==> src/rtl/piso_pkg.sv <==
// Shared definitions for the parallel-in serial-out transmitter.
//   USB_BYTE_W   : default word width (one USB byte)
//   piso_state_e : transmitter FSM states
package piso_pkg;

  localparam int unsigned USB_BYTE_W = 8;

  typedef enum logic {
    PISO_IDLE  = 1'b0,
    PISO_SHIFT = 1'b1
  } piso_state_e;

endpackage

==> src/rtl/piso_if.sv <==
// Handshake bundle between the packet assembler, the PISO and the line encoder.
//   p_data_in / p_data_in_val / p_data_in_rdy : parallel word valid/ready handshake
//   piso_cancel                               : synchronous abort request
//   s_data_out_rdy                            : bit strobe from the line encoder
//   s_data_out / s_data_out_val               : current serial bit and its qualifier
//   s_word_done                               : last bit of a word consumed
// master = word/strobe source side, slave = the PISO itself.
interface piso_if
  import piso_pkg::*;
#(
  parameter int unsigned DATA_WIDTH = USB_BYTE_W
);

  logic [DATA_WIDTH-1:0] p_data_in;
  logic                  p_data_in_val;
  logic                  p_data_in_rdy;
  logic                  piso_cancel;
  logic                  s_data_out_rdy;
  logic                  s_data_out;
  logic                  s_data_out_val;
  logic                  s_word_done;

  modport master (
    output p_data_in, p_data_in_val, piso_cancel, s_data_out_rdy,
    input  p_data_in_rdy, s_data_out, s_data_out_val, s_word_done
  );

  modport slave (
    input  p_data_in, p_data_in_val, piso_cancel, s_data_out_rdy,
    output p_data_in_rdy, s_data_out, s_data_out_val, s_word_done
  );

endinterface

==> src/rtl/piso_buf2.sv <==
// Two-entry ping-pong word buffer feeding the PISO shifter.
//   clk, rst_n : clock, asynchronous active-low reset
//   clr        : synchronous flush (pointers and count to zero)
//   push/wdata : write a word (caller guarantees not full)
//   pop/rdata  : head word is always visible on rdata; pop advances it
//   count_nxt  : occupancy after the current edge (used for registered ready)
//   full/empty : occupancy flags for the current cycle
module piso_buf2
  import piso_pkg::*;
#(
  parameter int unsigned DATA_WIDTH = USB_BYTE_W
) (
  input  logic                  clk,
  input  logic                  rst_n,
  input  logic                  clr,
  input  logic                  push,
  input  logic [DATA_WIDTH-1:0] wdata,
  input  logic                  pop,
  output logic [DATA_WIDTH-1:0] rdata,
  output logic [1:0]            count_nxt,
  output logic                  full,
  output logic                  empty
);

  logic [DATA_WIDTH-1:0] mem_q [2];
  logic [DATA_WIDTH-1:0] mem_d [2];
  logic                  wr_ptr_q, wr_ptr_d;
  logic                  rd_ptr_q, rd_ptr_d;
  logic [1:0]            cnt_q, cnt_d;

  always_comb begin
    mem_d    = mem_q;
    wr_ptr_d = wr_ptr_q;
    rd_ptr_d = rd_ptr_q;
    cnt_d    = cnt_q;
    if (clr) begin
      wr_ptr_d = 1'b0;
      rd_ptr_d = 1'b0;
      cnt_d    = '0;
    end else begin
      if (push) begin
        mem_d[wr_ptr_q] = wdata;
        wr_ptr_d        = ~wr_ptr_q;
      end
      if (pop) begin
        rd_ptr_d = ~rd_ptr_q;
      end
      cnt_d = cnt_q + 2'(push) - 2'(pop);
    end
  end

  always_ff @(posedge clk or negedge rst_n) begin
    if (!rst_n) begin
      for (int unsigned i = 0; i < 2; i++) begin
        mem_q[i] <= '0;
      end
      wr_ptr_q <= 1'b0;
      rd_ptr_q <= 1'b0;
      cnt_q    <= '0;
    end else begin
      mem_q    <= mem_d;
      wr_ptr_q <= wr_ptr_d;
      rd_ptr_q <= rd_ptr_d;
      cnt_q    <= cnt_d;
    end
  end

  assign rdata     = mem_q[rd_ptr_q];
  assign count_nxt = cnt_d;
  assign full      = (cnt_q == 2'd2);
  assign empty     = (cnt_q == 2'd0);

endmodule

==> src/rtl/piso.sv <==
// Parallel-in serial-out transmitter: buffers up to two words and shifts them
// out LSB-first, one bit per s_data_out_rdy strobe, with no gap between words.
//   clk, rst_n : clock, asynchronous active-low reset
//   bus        : piso_if slave port (word handshake, cancel, serial output)
module piso
  import piso_pkg::*;
#(
  parameter int unsigned DATA_WIDTH = USB_BYTE_W
) (
  input  logic   clk,
  input  logic   rst_n,
  piso_if.slave  bus
);

  localparam int unsigned          CNT_W    = $clog2(DATA_WIDTH);
  localparam logic [CNT_W-1:0]     LAST_BIT = CNT_W'(DATA_WIDTH - 1);

  piso_state_e           state_q, state_d;
  logic [DATA_WIDTH-1:0] shift_q, shift_d;
  logic [CNT_W-1:0]      bit_cnt_q, bit_cnt_d;
  logic                  s_out_q, s_out_d;
  logic                  s_val_q, s_val_d;
  logic                  rdy_q, rdy_d;

  logic                  push, pop, word_done;
  logic [DATA_WIDTH-1:0] buf_rdata;
  logic [1:0]            buf_cnt_nxt;
  logic                  buf_full, buf_empty;

  piso_buf2 #(.DATA_WIDTH(DATA_WIDTH)) u_buf (
    .clk       (clk),
    .rst_n     (rst_n),
    .clr       (bus.piso_cancel),
    .push      (push),
    .wdata     (bus.p_data_in),
    .pop       (pop),
    .rdata     (buf_rdata),
    .count_nxt (buf_cnt_nxt),
    .full      (buf_full),
    .empty     (buf_empty)
  );

  assign push = bus.p_data_in_val && rdy_q && !bus.piso_cancel && !buf_full;

  always_comb begin
    state_d   = state_q;
    shift_d   = shift_q;
    bit_cnt_d = bit_cnt_q;
    pop       = 1'b0;
    word_done = 1'b0;
    if (bus.piso_cancel) begin
      state_d   = PISO_IDLE;
      shift_d   = '0;
      bit_cnt_d = '0;
    end else begin
      unique case (state_q)
        PISO_IDLE: begin
          if (!buf_empty) begin
            pop       = 1'b1;
            shift_d   = buf_rdata;
            bit_cnt_d = '0;
            state_d   = PISO_SHIFT;
          end
        end
        PISO_SHIFT: begin
          if (bus.s_data_out_rdy) begin
            if (bit_cnt_q == LAST_BIT) begin
              word_done = 1'b1;
              bit_cnt_d = '0;
              // Reload on the same edge so the next word follows without a gap.
              if (!buf_empty) begin
                pop     = 1'b1;
                shift_d = buf_rdata;
              end else begin
                shift_d = '0;
                state_d = PISO_IDLE;
              end
            end else begin
              shift_d   = shift_q >> 1;
              bit_cnt_d = bit_cnt_q + CNT_W'(1);
            end
          end
        end
        default: state_d = PISO_IDLE;
      endcase
    end
  end

  // Output registers are loaded with what the shifter will present next.
  always_comb begin
    s_val_d = (state_d == PISO_SHIFT);
    s_out_d = s_val_d && shift_d[0];
    rdy_d   = !bus.piso_cancel && (buf_cnt_nxt < 2'd2);
  end

  always_ff @(posedge clk or negedge rst_n) begin
    if (!rst_n) begin
      state_q   <= PISO_IDLE;
      shift_q   <= '0;
      bit_cnt_q <= '0;
      s_out_q   <= 1'b0;
      s_val_q   <= 1'b0;
      rdy_q     <= 1'b0;
    end else begin
      state_q   <= state_d;
      shift_q   <= shift_d;
      bit_cnt_q <= bit_cnt_d;
      s_out_q   <= s_out_d;
      s_val_q   <= s_val_d;
      rdy_q     <= rdy_d;
    end
  end

  assign bus.p_data_in_rdy  = rdy_q;
  assign bus.s_data_out     = s_out_q;
  assign bus.s_data_out_val = s_val_q;
  assign bus.s_word_done    = word_done;

endmodule
==> src/flat_wrapper.sv <==
// flat-port wrapper written by rule: the top's interface ports become plain ports
module piso_flat import piso_pkg::*;
#(
  parameter int unsigned DATA_WIDTH = USB_BYTE_W
)
  (clk, rst_n, bus_p_data_in, bus_p_data_in_val, bus_piso_cancel, bus_s_data_out_rdy, bus_p_data_in_rdy, bus_s_data_out, bus_s_data_out_val, bus_s_word_done);
  piso_if #(.DATA_WIDTH(DATA_WIDTH)) bus_i ();
  input  logic clk;
  input  logic rst_n;
  input wire logic [$bits(bus_i.p_data_in)-1:0] bus_p_data_in;
  input wire logic [$bits(bus_i.p_data_in_val)-1:0] bus_p_data_in_val;
  input wire logic [$bits(bus_i.piso_cancel)-1:0] bus_piso_cancel;
  input wire logic [$bits(bus_i.s_data_out_rdy)-1:0] bus_s_data_out_rdy;
  output wire logic [$bits(bus_i.p_data_in_rdy)-1:0] bus_p_data_in_rdy;
  output wire logic [$bits(bus_i.s_data_out)-1:0] bus_s_data_out;
  output wire logic [$bits(bus_i.s_data_out_val)-1:0] bus_s_data_out_val;
  output wire logic [$bits(bus_i.s_word_done)-1:0] bus_s_word_done;
  assign bus_i.p_data_in = bus_p_data_in;
  assign bus_i.p_data_in_val = bus_p_data_in_val;
  assign bus_i.piso_cancel = bus_piso_cancel;
  assign bus_i.s_data_out_rdy = bus_s_data_out_rdy;
  assign bus_p_data_in_rdy = bus_i.p_data_in_rdy;
  assign bus_s_data_out = bus_i.s_data_out;
  assign bus_s_data_out_val = bus_i.s_data_out_val;
  assign bus_s_word_done = bus_i.s_word_done;
  piso #(.DATA_WIDTH(DATA_WIDTH)) u_core (.clk(clk), .rst_n(rst_n), .bus(bus_i));
endmodule
==> config.mk <==
export PLATFORM = sky130hd
export DESIGN_NAME = piso_flat
export DESIGN_NICKNAME = d
export VERILOG_FILES = /design/src/rtl/piso_pkg.sv /design/src/rtl/piso_if.sv /design/src/rtl/piso_buf2.sv /design/src/rtl/piso.sv /design/src/flat_wrapper.sv
export SDC_FILE = /design/constraint.sdc
export NUM_CORES = 1
export LEC_CHECK = 0
export BUFFER_PORTS_ARGS = -buffer_cell sky130_fd_sc_hd__buf_2
export CORE_ASPECT_RATIO = 0.7
export CORE_MARGIN = 2
export CORE_UTILIZATION = 31
export DETAILED_ROUTE_END_ITERATION = 7
export PLACE_DENSITY = 0.46
export SYNTH_ARGS = -nofsm -noshare
export SYNTH_HDL_FRONTEND = slang
export SYNTH_SLANG_ARGS = --single-unit
export TNS_END_PERCENT = 100
==> constraint.sdc <==
create_clock -name clk -period 5.4 [get_ports clk]
set_clock_uncertainty 0.05 [all_clocks]
set_input_delay 0.54 -clock clk [delete_from_list [all_inputs] [get_ports clk]]
set_output_delay 0.54 -clock clk [all_outputs]
set_load 0.03 [all_outputs]
==> results.sh <==
export IMPL_syn_area_mm2=0.00166
export IMPL_drt_vias_per_instance=4.88
export IMPL_insertedDiodeCount=0
export IMPL_drc=0
export IMPL_hold_class="primary input to asynchronous set/reset pin"
export IMPL_slew_violations=0
export IMPL_status="completed"
export IMPL_finalSetupTns_ns=0
export IMPL_syn_inst=130
export IMPL_fin_crit_ns=2.48
export IMPL_vias=1073
export IMPL_die_w_um=91.5
export IMPL_gp_congestion=0.698
export IMPL_port_buffers=16
export IMPL_synth_top_area_share_pct=51.2
export IMPL_htree_levels=2
export IMPL_cts_sinks=34
export IMPL_worstPathArrival_ns=2.58
export IMPL_end_kind="flip-flop"
export IMPL_cts_resized_gates=0
export IMPL_firstDrtPassIters=4
export IMPL_synth_edf_count=0
export IMPL_layout_setup_ws_ns=2.92
export IMPL_synthDistinctLibCells=36
export IMPL_avgSynthCellArea_um2=12.8
export IMPL_routedWlPerCell_um=14.6
export IMPL_holdWs_ns=0.289
export IMPL_worstPathMaxFanout=5
export IMPL_yosys_area_top_type="dfrtp_1"
export IMPL_place_ws_ns=2.92
export IMPL_synth_common_cells="34 x dfrtp_1, 18 x mux2_2, 7 x mux2i_1, 7 x o21ai_0"
export IMPL_layout_drive_gt1_share_pct=32.4
export IMPL_grt_antenna_before_repair=0
export IMPL_p_leak_nw=0.871
export IMPL_clk_pin_slew_ns=0.07
export IMPL_fin_nets=164
export IMPL_clk_path_buf_depth=2
export IMPL_grt_setup_unrepaired="no"
export IMPL_std_cell_rows=22
export IMPL_peakVddDrop_mv=0.183
export IMPL_required_ns=5.50
export IMPL_place_detailed_hpwl_mm=2.33
export IMPL_synth_net_count=147
export IMPL_track_usage_pct=11.9
export IMPL_cp_start_kind="flip-flop"
export IMPL_io_pins=17
export IMPL_grt_ovfl_total=0
export IMPL_synth_seq_cells=34
export IMPL_numCtsBuffers=5
export IMPL_synthFlopType="dfrtp_1"
export IMPL_routed_wl_mm=3.22
export IMPL_fmax_mhz=403
export IMPL_finalHoldViolCount=0
export IMPL_dieArea_mm2=0.00597
export IMPL_synth_area_leaders="dfrtp_1 51%, mux2_2 12%, mux2i_1 4.2%"
export IMPL_start_util_pct=31.9
export IMPL_ctsHoldBuffers=0
export IMPL_core_area_mm2=0.00520
export IMPL_clk_latency_ns=0.27
export IMPL_syn2layout_area_growth_pct=15.0
export IMPL_postCtsSetupBuffers=0
export IMPL_period_share_pct=46.0
export IMPL_clockRootBuffer="clkbuf_8"
export IMPL_final_antenna_net_count=0
export IMPL_ys_seq_area_share_pct=51.2
export IMPL_worst_pin_slew_ns=0.766
export IMPL_cts_tree="done"
export IMPL_drt_initial_drc_count=45
export IMPL_grt_max_degree=35
export IMPL_yosysMostFrequentCell="dfrtp_1"
export IMPL_pwr_density_cell_mw_per_mm2=519
export IMPL_die_y_um=65.3
export IMPL_worstSetupPathType="flip-flop to flip-flop"
export IMPL_setup_violations=0
export IMPL_grt_pass1_wl_mm=5.52
export IMPL_yosys_warnings=0
export IMPL_grt_pass1_vias=1109
export IMPL_slew_headroom_pct=48.9
export IMPL_synthArstFlopShare_pct=100
export IMPL_max_cap_viol_count=0
## layout make-up
type                       instances  area [µm²]
fill                             530        3290
sequential                        34         851
multi-input combinational         89         777
timing repair buffer              16        80.1
inverter                           1        3.75
clock buffer                       5        68.8
tap                               72        90.1
clock inverter                     3        40.0
## final timing paths
check,slack [ns],endpoint,depth (start not counted),startpoint
worst max-delay path,2.92,u_core.bus.p_data_in_rdy,10,u_core.bit_cnt_q[0]
worst min-delay path,0.29,u_core.shift_q[1],1,rst_n
worst max register to register,2.92,u_core.bus.p_data_in_rdy,10,u_core.bit_cnt_q[0]
worst min register to register,0.43,u_core.bit_cnt_q[1],1,u_core.bit_cnt_q[1]
max in group asynchronous,4.53,u_core.u_buf.rd_ptr_q,1,rst_n
min in group clk,0.43,u_core.bit_cnt_q[1],1,u_core.bit_cnt_q[1]
## where the power goes
| group | internal (W) | leakage [nW] | switching, W |
|---|---|---|---|
| clock network | 0.000136 | 0.0579 | 0.0000901 |
| logic | 0.000168 | 0.369 | 0.000175 |
| registers | 0.000348 | 0.444 | 0.0000744 |
## kinds of logic (layout without fill, tap and decap cells)
logic type / after synthesis / in the layout / share of synthesized area, %
flip-flops: 34 / 34 / 51.2
AND/OR/NAND/NOR: 34 / 34 / 15.3
multiplexers: 25 / 25 / 16.4
AO/OA/AOI/OAI: 24 / 24 / 11.0
buffers and inverters: 7 / 25 / 2.03
adder cells (fa/ha/maj): 4 / 4 / 3.01
XOR/XNOR: 2 / 2 / 1.05
## layer usage
| layer | GRT usage [%] | wire length (µm) | up-vias |
|---|---|---|---|
| li1 | - | - | 511 |
| met4 | 2.27 | 12 | 0 |
| met5 | 0 | 0 | - |
| met2 | 18.1 | 1340 | 25 |
| met1 | 16.4 | 1660 | 535 |
| met3 | 4.24 | 202 | 2 |
## critical path: stages, from the launching register on
cell      delay [ns]
dfrtp_1         0.41
ha_1            0.21
ha_1            0.23
a21boi_0        0.40
nor3_1          0.12
ha_1            0.31
inv_1           0.04
ha_1            0.17
xor2_1          0.15
xnor2_1         0.13
nor2b_1         0.13
## state kept, by name, summed over array words and instances, names as in the netlist
| name | flops |
|---|---|
| u_core.u_buf.rd_ptr_q | 1 |
| u_core.bus.p_data_in_rdy | 1 |
| u_core.state_q | 1 |
| u_core.bus.s_data_out | 1 |
| u_core.bit_cnt_q | 3 |
| u_core.u_buf.mem_q | 16 |
| u_core.u_buf.cnt_q | 2 |
| u_core.shift_q | 8 |
| u_core.u_buf.wr_ptr_q | 1 |
## stage by stage
stage / cell area, µm² / cells / power [W] / utilization [%]
final: 1910 / 220 / 0.000991 / 36.7
after global routing: 1910 / 220 / 0.00107 / 36.7
after CTS: 1910 / 220 / 0.00101 / 36.7
after detailed placement: 1800 / 212 / 0.000776 / 34.6
after global placement: 1800 / 212 / 0.000763 / 34.6
after floorplan: 1660 / 130 / 0.000686 / -
## placed cells by master, fill, tap and decap left out, types with 5 or more instances in the layout
| cell type | instances |
|---|---|
| clkbuf_8 | 5 |
| dfrtp_1 | 34 |
| o21ai_0 | 7 |
| nand2b_1 | 6 |
| mux2_2 | 18 |
| buf_2 | 16 |
| mux2i_1 | 7 |
| nor2b_1 | 5 |
| a32o_1 | 6 |
Power figures use the tool's default switching activity.
